===== src/rtl/ecc_err_monitor.sv =====
// ---------------------------------------------------------------------------
// ecc_err_monitor
// Collects error status from an upstream ECC fault-detect stage. It counts
// single-bit, double-bit and dual-decoder-mismatch events, captures the
// address and type of the first event since the last clear, and raises a
// sticky interrupt.
//
// Ports
//   clk          : single clock, all state on rising edge
//   rst_n        : asynchronous active-low reset
//   chk_vld      : qualifies chk_addr / sbit_err / dbit_err / ecc_fault
//   chk_addr     : address of the word just decoded
//   sbit_err     : corrected single-bit error
//   dbit_err     : uncorrectable double-bit error
//   ecc_fault    : dual-decoder mismatch
//   sbit_thresh  : single-bit interrupt threshold, 0 disables it
//   clr_req      : one-cycle pulse clearing all logged state
//   sbit_cnt     : saturating single-bit event counter
//   dbit_cnt     : saturating double-bit event counter
//   fault_cnt    : saturating fault event counter
//   first_addr   : address of the first logged event
//   first_type   : 01 sbit, 10 dbit, 11 fault, 00 nothing logged
//   err_irq      : sticky level interrupt
//   clr_ack      : one-cycle acknowledge, the cycle after clr_req
// ---------------------------------------------------------------------------
module ecc_err_monitor #(
  parameter int ADDR_WIDTH = 8,
  parameter int CNT_WIDTH  = 16
) (
  input  logic                  clk,
  input  logic                  rst_n,
  input  logic                  chk_vld,
  input  logic [ADDR_WIDTH-1:0] chk_addr,
  input  logic                  sbit_err,
  input  logic                  dbit_err,
  input  logic                  ecc_fault,
  input  logic [CNT_WIDTH-1:0]  sbit_thresh,
  input  logic                  clr_req,
  output logic [CNT_WIDTH-1:0]  sbit_cnt,
  output logic [CNT_WIDTH-1:0]  dbit_cnt,
  output logic [CNT_WIDTH-1:0]  fault_cnt,
  output logic [ADDR_WIDTH-1:0] first_addr,
  output logic [1:0]            first_type,
  output logic                  err_irq,
  output logic                  clr_ack
);

  typedef enum logic {
    ST_EMPTY  = 1'b0,
    ST_LOGGED = 1'b1
  } state_t;

  state_t                r_state;
  logic [CNT_WIDTH-1:0]  r_sbit_cnt;
  logic [CNT_WIDTH-1:0]  r_dbit_cnt;
  logic [CNT_WIDTH-1:0]  r_fault_cnt;
  logic [ADDR_WIDTH-1:0] r_first_addr;
  logic [1:0]            r_first_type;
  logic                  r_err_irq;
  logic                  r_clr_ack;

  logic                  w_sbit_ev;
  logic                  w_dbit_ev;
  logic                  w_fault_ev;
  logic                  w_any_ev;
  logic [CNT_WIDTH-1:0]  w_sbit_base;
  logic [CNT_WIDTH-1:0]  w_dbit_base;
  logic [CNT_WIDTH-1:0]  w_fault_base;
  logic                  w_irq_base;
  logic                  w_empty_base;
  logic [CNT_WIDTH-1:0]  w_sbit_inc;
  logic                  w_thr_hit;
  logic [1:0]            w_ev_type;

  // Saturating increment: an all-ones counter stays at all-ones.
  function automatic logic [CNT_WIDTH-1:0] sat_inc(input logic [CNT_WIDTH-1:0] v);
    if (&v) begin
      return v;
    end else begin
      return v + {{(CNT_WIDTH-1){1'b0}}, 1'b1};
    end
  endfunction

  // Event classification; a dbit event masks sbit_err in the same cycle.
  assign w_sbit_ev  = chk_vld & sbit_err & ~dbit_err;
  assign w_dbit_ev  = chk_vld & dbit_err;
  assign w_fault_ev = chk_vld & ecc_fault;
  assign w_any_ev   = w_sbit_ev | w_dbit_ev | w_fault_ev;

  // Clear-adjusted starting point: a coincident event lands on top of the clear.
  always_comb begin
    w_sbit_base  = r_sbit_cnt;
    w_dbit_base  = r_dbit_cnt;
    w_fault_base = r_fault_cnt;
    w_irq_base   = r_err_irq;
    w_empty_base = (r_state == ST_EMPTY);
    if (clr_req) begin
      w_sbit_base  = {CNT_WIDTH{1'b0}};
      w_dbit_base  = {CNT_WIDTH{1'b0}};
      w_fault_base = {CNT_WIDTH{1'b0}};
      w_irq_base   = 1'b0;
      w_empty_base = 1'b1;
    end else begin
      w_empty_base = (r_state == ST_EMPTY);
    end
  end

  // Threshold compares against the post-increment count using the current threshold.
  assign w_sbit_inc = sat_inc(w_sbit_base);
  assign w_thr_hit  = w_sbit_ev && (sbit_thresh != {CNT_WIDTH{1'b0}}) &&
                      (w_sbit_inc >= sbit_thresh);

  // First-event type priority: fault > dbit > sbit.
  always_comb begin
    w_ev_type = 2'b00;
    case ({w_fault_ev, w_dbit_ev, w_sbit_ev})
      3'b100, 3'b101, 3'b110, 3'b111: w_ev_type = 2'b11;
      3'b010, 3'b011:                 w_ev_type = 2'b10;
      3'b001:                         w_ev_type = 2'b01;
      default:                        w_ev_type = 2'b00;
    endcase
  end

  // Monitor FSM with counters, first-event capture, interrupt and clear ack.
  always_ff @(posedge clk or negedge rst_n) begin
    if (!rst_n) begin
      r_state      <= ST_EMPTY;
      r_sbit_cnt   <= {CNT_WIDTH{1'b0}};
      r_dbit_cnt   <= {CNT_WIDTH{1'b0}};
      r_fault_cnt  <= {CNT_WIDTH{1'b0}};
      r_first_addr <= {ADDR_WIDTH{1'b0}};
      r_first_type <= 2'b00;
      r_err_irq    <= 1'b0;
      r_clr_ack    <= 1'b0;
    end else begin
      r_sbit_cnt  <= w_sbit_ev  ? w_sbit_inc             : w_sbit_base;
      r_dbit_cnt  <= w_dbit_ev  ? sat_inc(w_dbit_base)   : w_dbit_base;
      r_fault_cnt <= w_fault_ev ? sat_inc(w_fault_base)  : w_fault_base;
      r_err_irq   <= w_irq_base | w_dbit_ev | w_fault_ev | w_thr_hit;
      r_clr_ack   <= clr_req;
      if (w_empty_base && w_any_ev) begin
        r_state      <= ST_LOGGED;
        r_first_addr <= chk_addr;
        r_first_type <= w_ev_type;
      end else if (clr_req) begin
        r_state      <= ST_EMPTY;
        r_first_addr <= {ADDR_WIDTH{1'b0}};
        r_first_type <= 2'b00;
      end else begin
        r_state      <= r_state;
        r_first_addr <= r_first_addr;
        r_first_type <= r_first_type;
      end
    end
  end

  assign sbit_cnt   = r_sbit_cnt;
  assign dbit_cnt   = r_dbit_cnt;
  assign fault_cnt  = r_fault_cnt;
  assign first_addr = r_first_addr;
  assign first_type = r_first_type;
  assign err_irq    = r_err_irq;
  assign clr_ack    = r_clr_ack;

endmodule


===== config.mk =====
export PLATFORM = sky130hd
export DESIGN_NAME = ecc_err_monitor
export DESIGN_NICKNAME = d
export VERILOG_FILES = /design/src/rtl/ecc_err_monitor.sv
export SDC_FILE = /design/constraint.sdc
export NUM_CORES = 1
export LEC_CHECK = 0
export BUFFER_PORTS_ARGS = -buffer_cell sky130_fd_sc_hd__buf_2
export CAP_MARGIN = 5
export CORE_MARGIN = 2
export CORE_UTILIZATION = 50
export DETAILED_ROUTE_END_ITERATION = 12
export PLACE_DENSITY = 0.87
export SLEW_MARGIN = 20
export SYNTH_ARGS = -nofsm -noshare
export SYNTH_HDL_FRONTEND = slang
export SYNTH_SLANG_ARGS = --single-unit

===== constraint.sdc =====
create_clock -name clk -period 5.2 [get_ports clk]
set_input_delay 0.26 -clock clk [delete_from_list [all_inputs] [get_ports clk]]
set_output_delay 0.26 -clock clk [all_outputs]
set_load 0.1 [all_outputs]

---- Yosys cells after proc, flatten, opt, wreduce, memory -nomap -nowiden ----
Index checks and enable logic that the tools add are counted.
Widths: inputs -> output; s select.
cells by class
  add/sub/neg operators ................... 3
  multiply operators ...................... 0
  divide/modulo/power cells ............... 0
  $lt $le $gt $ge ......................... 1
  equality and inequality tests ........... 7
  shift operators ......................... 0
  multiplexer cells ....................... 18
  bitwise gates (word level) .............. 11
  reductions and logical operators ........ 10
operator list
  operator               count
  $mux 16                9
  $add 16x1->16 const B  3
  $reduce_and 16->1      3
  $ge 16x16->1           1
  $mux 8                 2
  $reduce_bool 16->1     1
  $eq 3x3->1 const B     4
  $eq 3x2->1 const B     2
  $pmux 2 s3             1
  $or 1x1->1             5
  $and 1x1->1            4
  $mux 1                 4
  $mux 2                 2
  $reduce_or 4->1        1
  $eq 3x1->1 const B     1
  $logic_and 1x1->1      3
  $not 1->1              2
  $reduce_bool 2->1      1
  $reduce_or 2->1        1
word-level totals
  flip-flop bits (word level) ............. 61
  bits in latches ......................... 0
  bits in writable memories ............... 0
  ROM bits ................................ 0
  bits of input ports ..................... 31
  output and inout bits ................... 60
  logic and storage cells ................. 58
  memories ................................ 0

---- Longest topological paths before layout ----
Gate-level depths: netlist of the first run.
  depth in word-level cells ............... 6
  depth in mapped cells ................... 16
  gate-level depth less buffers ........... 13

---- Worst setup path after synthesis of the first run ----
OpenSTA, ideal clock, no wires.
  kind .................................... register to register
  from .................................... register r_sbit_cnt[0] (netlist: sbit_cnt[0])
  to ...................................... register r_err_irq (netlist: err_irq)
  setup time .............................. 0.082 ns
  data arrival time ....................... 3.656 ns
  data required time ...................... 5.118 ns
  setup slack ............................. 1.462 ns
  stages on the path, launching flop included .. 13
  buffers on the path ..................... 0
  period minus slack after synthesis ...... 3.738 ns
  cell sequence ........................... dfrtp_1 > nor2b_1 > ha_1 > nand3_1 > nor4_4 > and2_1 > or3_1 > mux2_2 > ha_1 > and4_1 > nand2_1 > or3_1 > a31oi_1
between the ends
  word-level cells in the longest chain between the ends .. 6
  elaborated cells on any way between the ends .. 7
  classes of those cells .................. add/sub (1); order compare (1); mux (2); bitwise (1); reduce/logical (2)
ends and longest elaborated chain
  what                                                line    RTL
  from (decl)                                         54      logic [CNT_WIDTH-1:0] r_sbit_cnt;
  from (signal assigned)                              128     r_sbit_cnt <= {CNT_WIDTH{1'b0}};
  from (signal assigned)                              136     r_sbit_cnt <= w_sbit_ev ? w_sbit_inc : w_sbit_base;
  $mux 16 *                                           97      if (clr_req) begin
  $add 16x1->16 or $reduce_and 16->1 (tied branches)  80, 77
  $mux 16 *                                           77      if (&v) begin
  $ge 16x16->1 *                                      111     (w_sbit_inc >= sbit_thresh);
  $logic_and 1x1->1 *                                 110     assign w_thr_hit = w_sbit_ev && (sbit_thresh != {CNT_WIDTH{1'b0}}) &&
  $or 1x1->1 *                                        139     r_err_irq <= w_irq_base | w_dbit_ev | w_fault_ev | w_thr_hit;
  to (signal assigned)                                139
  to (decl)                                           59      logic r_err_irq;
Mark *: on every way between the ends. The rest lies on a longest branch, timed or not.
A chain may end at the register's enable or synchronous reset.

---- Final worst setup path of the first run ----
Same ends and word-level chain as after synthesis.

==> results.md, run 1 <==
Cells and area:
- The count of fill cells added during filler insertion is 667.
- The top cell types in the final layout, fill and taps aside, are 90 x sky130_fd_sc_hd__buf_2, 61 x sky130_fd_sc_hd__dfrtp_1, 45 x sky130_fd_sc_hd__nand2_1.
- Leaving out fill and tap cells, the most frequent cell in the layout is sky130_fd_sc_hd__buf_2.
- The number of standard cells in the layout, taps in and fillers out is 633.
- Measured on the finished design, the core utilization comes to between 60% and 70%.
- Cells with a size suffix above 1 make up between 20 and 30% of the layout.
- The number of antenna diodes in the final layout is 0.
- The final layout contains approximately 580 nets.
- Compared with the post-synthesis result, the final layout area differs by 16.9%.

Place:
- The number of input and output port buffers inserted is 90.
- Including well taps, the total number of placed cells is about 600.
- Routability-driven placement finished with a final weighted congestion of around 0.9.
- The placed wire-length estimate after detailed placement is about 7300 um.

Hold path:
- The worst min-delay path class is primary input to asynchronous set/reset pin.

Clocking:
- The number of instances resized during post-cts repair is 0.
- After clock tree synthesis, the clock-pin slew on the worst setup and hold paths is roughly 70 ps.
- The clock root buffer is sky130_fd_sc_hd__clkbuf_8.
- TritonCTS built the clock tree.
- Clock tree synthesis inserted a total of 9 buffers.
- The number of sinks handled by clock tree synthesis is just over 60.
- At the later pin of the worst-skew pair, clock insertion delay measures ~350 ps.
- In this run the post-CTS setup repair buffer count came out at 0.
- The CTS H-tree depth is 3.
- The hold-fix buffer count after cts is 0.
- No sink is reached through more buffers than the 2 on the longest clock path.

Global routing:
- The global-route wire length before repair is roughly 17000 um.
- The total track usage is 24.3%.
- Entering global routing, the biggest net connects between 60 and 70 pins.
- The aggregate global routing overflow is 0.
- The number of antenna violations at the first check in global routing is 0.
- The via count of the first global-routing pass is ~3500.

Power and ir drop:
- Combinational logic burns 18.3% of the power.
- The design draws around 1.1 mW.
- Across the VDD grid, the largest voltage drop is between 0.0001 and 0.00015 V.
- Registers are responsible for a little under half of the overall power.
- Of the total power, the clock network draws between 30% and 40%.
- The power density over the cells is between 200 and 250 mW/mm^2.
- The internal power is roughly 0.7 mW.
- For this design the static power due to leakage is between 2 and 2.5 nW.
- The net switching power is between 0.3 and 0.4 mW.
- The switching share of power is a little over a third.

Synth:
- The synthesized area per cell is approximately 9.1 um^2.
- In this run, distinct cell masters in the synthesized netlist total 54.
- Sequential elements use between 30% and 40% of the synthesized area.
- The async set-or-reset flop fraction in the synthesized netlist is 100%.
- The number of flops mapped to enable cells by yosys is 0.
- The post-synthesis instance total is between 400 and 500.
- The post-synthesis instance area is roughly 0.0040 mm^2.
- The total of flip-flops plus latches after synthesis is slightly above 60.
- The net count of the mapped netlist is 490.
- Among all flip-flop cells after synthesis, the most frequent one is sky130_fd_sc_hd__dfrtp_1.
- The total of warnings raised by yosys is 0.

Worst setup path:
- On the worst path, the slowest cell contributes a delay of ~650 ps.
- The critical path launch point type is a flop.
- The critical path contains buffers and inverters numbering 0 combined.
- For flop-to-flop paths, the worst setup slack is between 1000 and 1500 ps.
- Walking the worst path, the cells encountered are nor2b_1 -> ha_1 -> nand3_1 -> nor4_4 -> and2_1 -> or3_1 -> mux2_2 -> ha_1 -> and4_1 -> nand2_1 -> or3_1 -> a31oi_1.
- The critical path's slowest cell is sky130_fd_sc_hd__nor4_4.
- For the worst setup path, the data required time is roughly 5500 ps.
- STA puts the critical path data arrival time at 4310 ps.
- The family with the most delay on the worst path is simple AND/OR/NAND/NOR gates.
- Of all nets on the critical path, the largest fanout is 11.
- The worst setup path is of the flop to flop kind.
- The kind of end point of the critical path is a flop.

STA:
- After layout, the minimum clock period comes to a little over 4000 ps.
- Headroom to the max-slew limit came out at a little over two fifths.
- The clock skew after layout is between 8 and 9 ps.
- The final setup violation count is 0.
- The final hold violation count came to 0.
- The measured slew at the worst slew-check pin is 861 ps.
- The achievable clock frequency is about 0.25 GHz.
- Setup repair after global routing left no endpoint under its margin.
- The final cycle utilization of the critical path is about 78%.
- The final-report max-slew violation count is 0.
- The final sum of negative setup slack is 0 ps.

Routing:
- The wire length reported by the detailed router is roughly 10000 um.
- The number of vias in the routed layout is between 3000 and 4000.
- The first TritonRoute pass finished after 5 iterations.
- In this run the remaining antenna-violating nets after routing total 0.
- The mean routed wirelength per cell is roughly 16 um.
- The number of design-rule violations left by the first detailed-router iteration is 239.
- Using the TritonRoute via totals, the vias-per-cell ratio works out to 5.86.
- After detailed routing, the number of remaining DRC violations is 0.

Flow run:
- The max-cap violation count is 0.

Floorplanning:
- The starting utilization of the core area is 51.6%.
- In this run the horizontal extent of the chip is between 90 and 100 um.
- 91 I/O pins were placed.
- The placeable core region is a little under 0.008 mm^2.
- From bottom edge to top edge, the die measures slightly above 90 um.
- The standard-cell row count is 32.
- The overall die area is around 0.0087 mm^2.

Outcome:
- The run finished with clean final reports.
worst paths after layout:
path                                    from       endpoint  depth (start not counted)
worst max-delay path             sbit_cnt[0]        err_irq                         12
worst min-delay path                   rst_n   dbit_cnt[14]                          2
worst max register to register   sbit_cnt[0]        err_irq                         12
worst min register to register  dbit_cnt[10]   dbit_cnt[10]                          1
max in group asynchronous              rst_n   sbit_cnt[12]                          2
min in group clk                 chk_addr[2]  first_addr[2]                          3
power groups by stage:
stage	Combinational, mW	Sequential, mW	Clock (mW)
floorplan	0.0489	0.604	0
global placement	0.194	0.508	0
detailed placement	0.197	0.509	0
CTS	0.198	0.500	0.378
global route	0.209	0.502	0.403
finish	0.196	0.500	0.378
layout make-up:
type / instances / area [um^2] / share of cell area [%]
multi-input cells: 340 / 2290 / 49.1
flip-flops and latches: 61 / 1530 / 32.8
repair buffers: 92 / 465 / 9.99
clock buffers: 10 / 128 / 2.74
well taps: 102 / 128 / 2.74
inverters: 22 / 82.6 / 1.77
clock inverters: 6 / 40.0 / 0.860
state kept, by name, summed over array words and instances, names as in the netlist:
signal      flops
first_type      2
clr_ack         1
sbit_cnt       16
err_irq         1
first_addr      8
r_state         1
dbit_cnt       16
fault_cnt      16
cell usage after synthesis (4+ instances only):
| cell | count | share of area (%) |
|---|---|---|
| sky130_fd_sc_hd__inv_1 | 22 | 2.1 |
| sky130_fd_sc_hd__nand2_1 | 45 | 4.2 |
| sky130_fd_sc_hd__nand4_1 | 17 | 2.7 |
| sky130_fd_sc_hd__and3_1 | 7 | 1.1 |
| sky130_fd_sc_hd__nor2b_1 | 20 | 3.1 |
| sky130_fd_sc_hd__xnor2_1 | 24 | 5.3 |
| sky130_fd_sc_hd__nand3b_1 | 4 | 0.75 |
| sky130_fd_sc_hd__o211ai_1 | 13 | 2.4 |
| sky130_fd_sc_hd__mux2_2 | 7 | 2.0 |
| sky130_fd_sc_hd__nor2_1 | 35 | 3.3 |
| sky130_fd_sc_hd__ha_1 | 19 | 6.0 |
| sky130_fd_sc_hd__nor3_1 | 10 | 1.3 |
| sky130_fd_sc_hd__a31oi_1 | 10 | 1.6 |
| sky130_fd_sc_hd__o21ai_0 | 16 | 2.0 |
| sky130_fd_sc_hd__a21oi_1 | 23 | 2.9 |
| sky130_fd_sc_hd__a211oi_1 | 7 | 1.3 |
| sky130_fd_sc_hd__and2_1 | 4 | 0.63 |
| sky130_fd_sc_hd__nand3_1 | 15 | 1.9 |
| sky130_fd_sc_hd__and4_1 | 4 | 0.88 |
| sky130_fd_sc_hd__xor2_1 | 9 | 2.0 |
| sky130_fd_sc_hd__nor4_1 | 8 | 1.3 |
| sky130_fd_sc_hd__buf_2 | 5 | 0.63 |
| sky130_fd_sc_hd__or3_1 | 9 | 1.4 |
| sky130_fd_sc_hd__clkbuf_1 | 7 | 0.66 |
| sky130_fd_sc_hd__dfrtp_1 | 61 | 38 |
routing by layer:
metal,vias up,global-route usage (%),share of wire (%)
li1,1756,-,-
met3,17,4.11,7.6
met1,1773,33.9,44
met4,0,7.97,1.9
met2,165,38.7,47
met5,-,0,0
kinds of logic after synthesis:
logic type	count (synthesis)	share of synthesized area, %
adder cells (fa/ha/maj)	19	5.97
multiplexers	9	2.48
AND/OR/NAND/NOR	198	28.3
XOR/XNOR	33	7.25
flip-flops	61	38.3
AO/OA/AOI/OAI	81	13.4
buffers and inverters	39	4.30
per-stage QoR:
| stage | hold slack (ps) | worst slack [ps] | instance area (um^2) |
|---|---|---|---|
| floorplan | -35.6 | 1460 | 3990 |
| global placement | 451 | 1390 | 4490 |
| detailed placement | 455 | 1260 | 4490 |
| CTS | 97.1 | 1240 | 4660 |
| global route | 124 | 917 | 4660 |
| finish | 60.0 | 1160 | 4660 |
(Power assumes the default switching activity.)
==> run 2: changes to the inputs <==
- clock period: 5.2 -> 4.05 ns (I/O delays scaled with it)
==> run 2 against run 1 <==
Effect of this change:
- cell count is 0.47% higher
- maximum frequency is 13% higher
- power up 29%
- sequential power rose by 28%
- global-route usage fell by 0.098 points
- critical path depth unchanged
- via count fell by 1.9%
- sequential share of layout area shrank 0.22 points
- combinational power is 30% higher
- final area rose by 0.67%
- clock power is 29% higher
==> results.md, run 2 (same netlist as run 1, synthesis figures left out) <==
Outcome:
- The run finished with clean final reports.

Cells and area:
- The layout overhead on the synthesized area is 17.6%.
- After the last flow step, the layout net total stands at ~580.
- In the layout the commonest cells are 90 x sky130_fd_sc_hd__buf_2, 61 x sky130_fd_sc_hd__dfrtp_1, 45 x sky130_fd_sc_hd__nand2_1.
- Of the cells placed in the final design, the portion with a size suffix greater than 1 is around a quarter.
- The final antenna diode count is 0.
- The number of standard cells in the layout, taps in and fillers out is between 600 and 700.
- The most common cell after layout, fill and taps aside is sky130_fd_sc_hd__buf_2.
- The final cell utilization of the core is 60.7%.

Clocking:
- Clock-pin slew was measured on the worst setup and hold paths at ~70 ps.
- The number of buffers on the longest clock path is 2.
- The number of clock buffers added by TritonCTS is 9.
- The clock root buffer is sky130_fd_sc_hd__clkbuf_8.
- The hold-fix buffer count after cts is 0.
- In this run the post-CTS setup repair buffer count came out at 0.
- TritonCTS built the clock tree.
- The number of instances resized during post-cts repair is 0.
- CTS saw 61 sinks.
- The H-tree generated during clock tree synthesis spans 3 levels.
- At the later pin of the worst-skew pair, clock insertion delay measures roughly 340 ps.

Global routing:
- The via count of the first global-routing pass came to between 3000 and 4000.
- The number of antenna violations at the first check in global routing is 0.
- Global routing used 24.2% of the available tracks across all layers.
- The aggregate global routing overflow is 0.
- The first global-routing pass estimated approximately 17000 um of wire.
- The pin count of the biggest net entering global routing is between 60 and 70.

Routing:
- The routed layout has between 3000 and 4000 vias.
- For this run, the detailed router's first-pass iteration total came to 4.
- The final layout contains routed wiring with a total length of slightly below 10000 um.
- The number of design-rule violations left by the first detailed-router iteration is ~270.
- For this run, design rule violations remaining after detail routing come to 0.
- The mean routed wirelength per cell is roughly 16 um.
- The number of nets with antenna violations after routing is 0.
- Dividing the detail-routed via count by the number of cells gives ~5.7.

Floorplanning:
- The overall die area is a little under 0.009 mm^2.
- The starting utilization of the core area is around 52%.
- Measured along the x axis, the die boundary spans 93.3 um.
- In this run the standard cell core region covers 0.00773 mm^2.
- The total I/O pin count is slightly above 90.
- The standard-cell row count is 32.
- The die is 93.3 um tall.

Worst setup path:
- Data arrives at the worst endpoint at 3840 ps.
- Of all nets on the critical path, the largest fanout is 11.
- The critical path launch point type is a flop.
- On the critical path, the stage with the largest delay is an instance of sky130_fd_sc_hd__dfrtp_1.
- The endpoint required time on the critical path is 4310 ps.
- The critical setup path kind is flop to flop.
- Walking the worst path, the cells encountered are nor2b_1 -> ha_1 -> nand3_1 -> nor4_4 -> and2_1 -> or3_1 -> mux2_2 -> ha_1 -> and4_1 -> nand2_1 -> or3_1 -> a31oi_1.
- For this run, the slowest stage of the critical path takes 420 ps.
- The worst register-to-register path has a depth of 12.
- The kind of end point of the critical path is a flop.

Hold path:
- The worst min-delay path class is primary input to asynchronous set/reset pin.

STA:
- Setup repair after global routing left no endpoint under its margin.
- The final-report max-slew violation count came to 0.
- The final hold violation count came to 0.
- In this run the tightest slew margin relative to its limit is 46.6%.
- The final setup violation count is 0.
- In the final timing run, aggregate negative setup slack is 0 ps.
- Dividing the final minimum period by the clock period gives between 80% and 90%.
- The minimum clock period is between 3000 and 4000 ps.
- The achievable clock frequency is roughly 0.28 GHz.
- For the pin with the worst max-slew slack, the measured transition is 796 ps.
- The clock skew after layout is 5.28 ps.
- Across all hold checks on the routed design, the worst slack comes to roughly 18 ps.
- Across all setup checks in the final design, the least slack found is 468 ps.

Place:
- The number of placed instances, taps included is just over 600.
- At the placement stage, the worst setup path has a slack of 528 ps.
- Port buffering added 90 buffers.
- At the end of routability-driven placement, the weighted congestion stood at around 0.92.
- The wire-length estimate of the detail-placed layout is about 7100 um.

Power and ir drop:
- The maximum vdd drop is 0.000134 V.
- Power spread over the standard cell area amounts to between 200 and 300 mW/mm^2.
- In this run the static leakage power is 2.29 nW.

Flow run:
- Across the run, the number of max-cap violations was 0.
[run 2: cell types whose count changed in the layout (fill, tap and decap cells not counted)]
cell                         before  now
sky130_fd_sc_hd__clkbuf_8         9   10
sky130_fd_sc_hd__clkbuf_1         1    0
sky130_fd_sc_hd__clkinv_4         2    1
sky130_fd_sc_hd__buf_4            2    5
sky130_fd_sc_hd__clkinvlp_4       1    2
[run 2: path summary, 6_finish.rpt]
path | from | to | slack [ps]
worst max-delay path | sbit_cnt[0] | err_irq | 470
worst min-delay path | rst_n | dbit_cnt[1] | 20
worst max register to register | sbit_cnt[0] | err_irq | 470
worst min register to register | dbit_cnt[10] | dbit_cnt[10] | 520
max in group asynchronous | rst_n | sbit_cnt[10] | 3520
min in group clk | chk_addr[1] | first_addr[1] | 50
[run 2: area by class of cell]
class                   instances  area [um^2]
clock buffers                  10          138
clock inverters                 6         38.8
fillers                       671         3040
inverters                      22         82.6
multi-input cells             340         2290
flip-flops and latches         61         1530
well taps                     102          128
repair buffers                 95          488
[run 2: where the power goes]
part / switching, mW / internal [mW] / total [mW]
combinational: 0.205 / 0.0490 / 0.254
sequential: 0.0153 / 0.627 / 0.642
clock: 0.253 / 0.236 / 0.489
total: 0.473 / 0.912 / 1.38
[run 2: per-stage QoR]
stage,total power [mW],cell area (um^2)
global placement,0.902,4510
global route,1.44,4690
detailed placement,0.907,4510
floorplan,0.838,3990
finish,1.38,4690
CTS,1.39,4690
[run 2: critical path: cells and delay by family (launching register included)]
kind / cells / cell delay (ps)
mux: 1 / 330
compound gates: 1 / 150
fa+ha+maj: 2 / 590
simple gates: 8 / 2010
flops: 1 / 420
[run 2: routing by layer]
layer / vias to the layer above / part of all wire [%] / GRT usage (%)
met5: - / 0 / 0
met4: 0 / 2.1 / 10.4
met3: 17 / 6.1 / 3.63
met2: 131 / 47 / 37.4
met1: 1734 / 45 / 33.9
li1: 1757 / - / -
==> run 3: changes to the inputs <==
- RECOVER_POWER: unset -> 25
==> run 3 against run 2 <==
Effect of this change:
- the flow now finishes with violations (capacitance limit, slew limit)
- sequential cell count is the same
- cell count unchanged
- sequential share of layout area rose by 0.052 points
- global-route usage is the same
- wire length about the same
- worst setup slack lost 2.4 ps
==> results.md, run 3 (same netlist as run 1, synthesis figures left out) <==
Outcome:
- The flow ran to the end, but the final reports show violations.
- The checks that failed: capacitance limit, slew limit.

Power and ir drop:
- The internal power is roughly 0.9 mW.
- The clock network fraction of total power is a little over a third.
- For this design the static power due to leakage is roughly 2.3 nW.
- The maximum vdd drop is 0.000134 V.
- The switching share of power is approximately a third.
- Summed over all nets, the switching power comes to around 0.47 mW.
- The combinational fraction of design power is a little under a fifth.
- The relative contribution of sequential cells to total power is 46.4%.
- In this run the power density over the cells is between 200 and 300 mW/mm^2.
- The total design power is 1.38 mW.

Worst setup path:
- The kind of end point of the critical path is a flop.
- The data arrival at the endpoint of the critical path is ~3800 ps.
- Data on the critical path is required at its endpoint by approximately 4300 ps.
- The internal reg-to-reg setup slack is between 400 and 500 ps.
- The critical path launch point type is a flop.
- The critical setup path kind is flop to flop.
- Of all nets on the critical path, the largest fanout is 11.

STA:
- Dividing the final minimum period by the clock period gives between 80% and 90%.
- The worst hold margin is ~52 ps.
- The final sum of negative setup slack is 0 ps.
- The final hold violation count is 0.
- Counting I/O delays and the setup requirement, the final critical path takes between 3000 and 4000 ps.
- Setup repair after global routing left no endpoint under its margin.
- The clock skew after layout is 5.28 ps.
- The final setup violation count is 0.
- The tightest slew margin relative to the limit is -118%.
- Static timing analysis puts the maximum clock frequency at around 0.28 GHz.
- At the pin with the least slew margin, the transition time is approximately 3300 ps.
- The final-report max-slew violation count is 62.
- Setup slack closes at ~470 ps.

Clocking:
- Buffers inserted to repair hold after CTS numbered 0.
- Clock tree synthesis found a total of slightly above 60 sinks.
- The count of buffers added by post-CTS timing repair for setup is 0.
- The clock root buffer is sky130_fd_sc_hd__clkbuf_8.
- The later pin in the worst-skew pair is clocked with a latency of between 300 and 400 ps.
- Counting along the longest clock path gives a buffer depth of 2.
- Clock-pin slew was measured on the worst setup and hold paths at about 70 ps.
- The clock tree from TritonCTS is built.
- The number of instances resized during post-cts repair is 0.
- Clock tree synthesis inserted a total of 9 buffers.
- The H-tree was split into 3 levels.

Place:
- Input and output buffers added on the ports amount to 90.
- Once detailed placement completed, the half-perimeter wirelength came to between 7000 and 8000 um.
- At the end of routability-driven placement, the weighted congestion stood at a little over 0.9.
- Including well taps, the total number of placed cells is between 600 and 700.
- The setup slack after placement is 528 ps.
- The placed standard-cell area is roughly 0.0045 mm^2.

Global routing:
- The via count of the first global-routing pass was 3531.
- After global routing the overflow that remains totals 0.
- The first global-routing pass estimated 16900 um of wire.
- The total track usage is about a quarter.
- Entering global routing, the biggest net connects 62 pins.
- The number of antenna violations at the first check in global routing came to 0.

Floorplanning:
- The die is 93.3 um wide.
- The die covers 0.00870 mm^2.
- For this configuration, the core starts out at a cell density of 51.6%.
- In this run the standard cell core region covers 0.00773 mm^2.
- In this run the core area contains 32 standard-cell rows.
- 91 I/O pins were placed.
- Measured along the y axis, the die boundary spans 93.3 um.

Routing:
- The mean routed wirelength per cell is around 16 um.
- The number of design-rule violations left by the first detailed-router iteration is 269.
- The number of detailed-route iterations in the first pass is 4.
- The wire length reported by the detailed router is roughly 9900 um.
- The routed layout has about 3600 vias.
- The detail route stage leaves a number of antenna-violating nets equal to 0.
- In the routed design, unresolved DRC markers number 0.
- In the routed layout, each cell is associated on average with a via count of about 5.7.

Cells and area:
- The final cell utilization of the core is roughly 60%.
- The area of all placed cells without fillers is between 0.004 and 0.005 mm^2.
- Excluding fillers, the count of instances in the completed layout stands at ~640.
- The final antenna diode count is 0.
- The number of nets at the end of the flow is roughly 580.
- In the final layout, the share of cells above drive strength 1 is 25.3%.
- From synthesis to final layout, the design area changed by 17.5%.
- Leaving out fill and tap cells, the most frequent cell in the layout is sky130_fd_sc_hd__buf_2.
- The count of fill cells added during filler insertion is roughly 680.
- In the layout the commonest cells are 90 x sky130_fd_sc_hd__buf_2, 61 x sky130_fd_sc_hd__dfrtp_1, 45 x sky130_fd_sc_hd__nand2_1.

Hold path:
- In this run the worst hold path is classified as primary input to flop.

Flow run:
- Max-cap violations in this run came to 1.
==> run 3: changes by cell type in the layout (fill, tap and decap cells not counted) <==
cell / delta
sky130_fd_sc_hd__clkbuf_1: +2
sky130_fd_sc_hd__buf_4: -2
==> run 3: final cells by class <==
cell class / instances / area [um^2] / area share [%]
Inverter: 22 / 82.6 / 1.76
Clock buffer: 10 / 138 / 2.94
Sequential cell: 61 / 1530 / 32.6
Timing Repair Buffer: 95 / 480 / 10.3
Multi-Input combinational cell: 340 / 2290 / 48.9
Clock inverter: 6 / 38.8 / 0.829
Tap cell: 102 / 128 / 2.73
==> run 3: final timing paths <==
kind	depth (start not counted)	from	to
max in group asynchronous	2	rst_n	sbit_cnt[10]
hold / removal	3	chk_addr[1]	first_addr[1]
hold reg to reg	1	dbit_cnt[10]	dbit_cnt[10]
setup / recovery	12	sbit_cnt[0]	err_irq
min in group asynchronous	2	rst_n	dbit_cnt[1]
setup reg to reg	12	sbit_cnt[0]	err_irq
==> run 3: metal layers <==
layer / wire, um / share of wire, % / track usage, % / vias to the layer above
met5: 0 / 0 / 0 / -
met4: 204 / 2.1 / 10.4 / 0
met3: 604 / 6.1 / 3.63 / 17
met2: 4640 / 47 / 37.4 / 132
met1: 4420 / 45 / 33.9 / 1739
li1: - / - / - / 1756
==> run 3: worst max-delay path: stages, from the launching register on <==
cell and delay [ps]:
sky130_fd_sc_hd__dfrtp_1 420, sky130_fd_sc_hd__nor2b_1 340, sky130_fd_sc_hd__ha_1 310, sky130_fd_sc_hd__nand3_1 210, sky130_fd_sc_hd__nor4_4 270, sky130_fd_sc_hd__and2_1 340, sky130_fd_sc_hd__or3_1 180, sky130_fd_sc_hd__mux2_2 330
sky130_fd_sc_hd__ha_1 280, sky130_fd_sc_hd__and4_1 220, sky130_fd_sc_hd__nand2_1 80, sky130_fd_sc_hd__or3_1 380, sky130_fd_sc_hd__a31oi_1 150
==> run 3: power by group through the flow <==
stage / clock network, mW / logic [mW] / registers, mW
final: 0.489 / 0.253 / 0.642
after detailed placement: 0 / 0.254 / 0.653
after global placement: 0 / 0.250 / 0.652
after floorplan: 0 / 0.0628 / 0.775
after global routing: 0.528 / 0.271 / 0.644
after CTS: 0.490 / 0.255 / 0.642
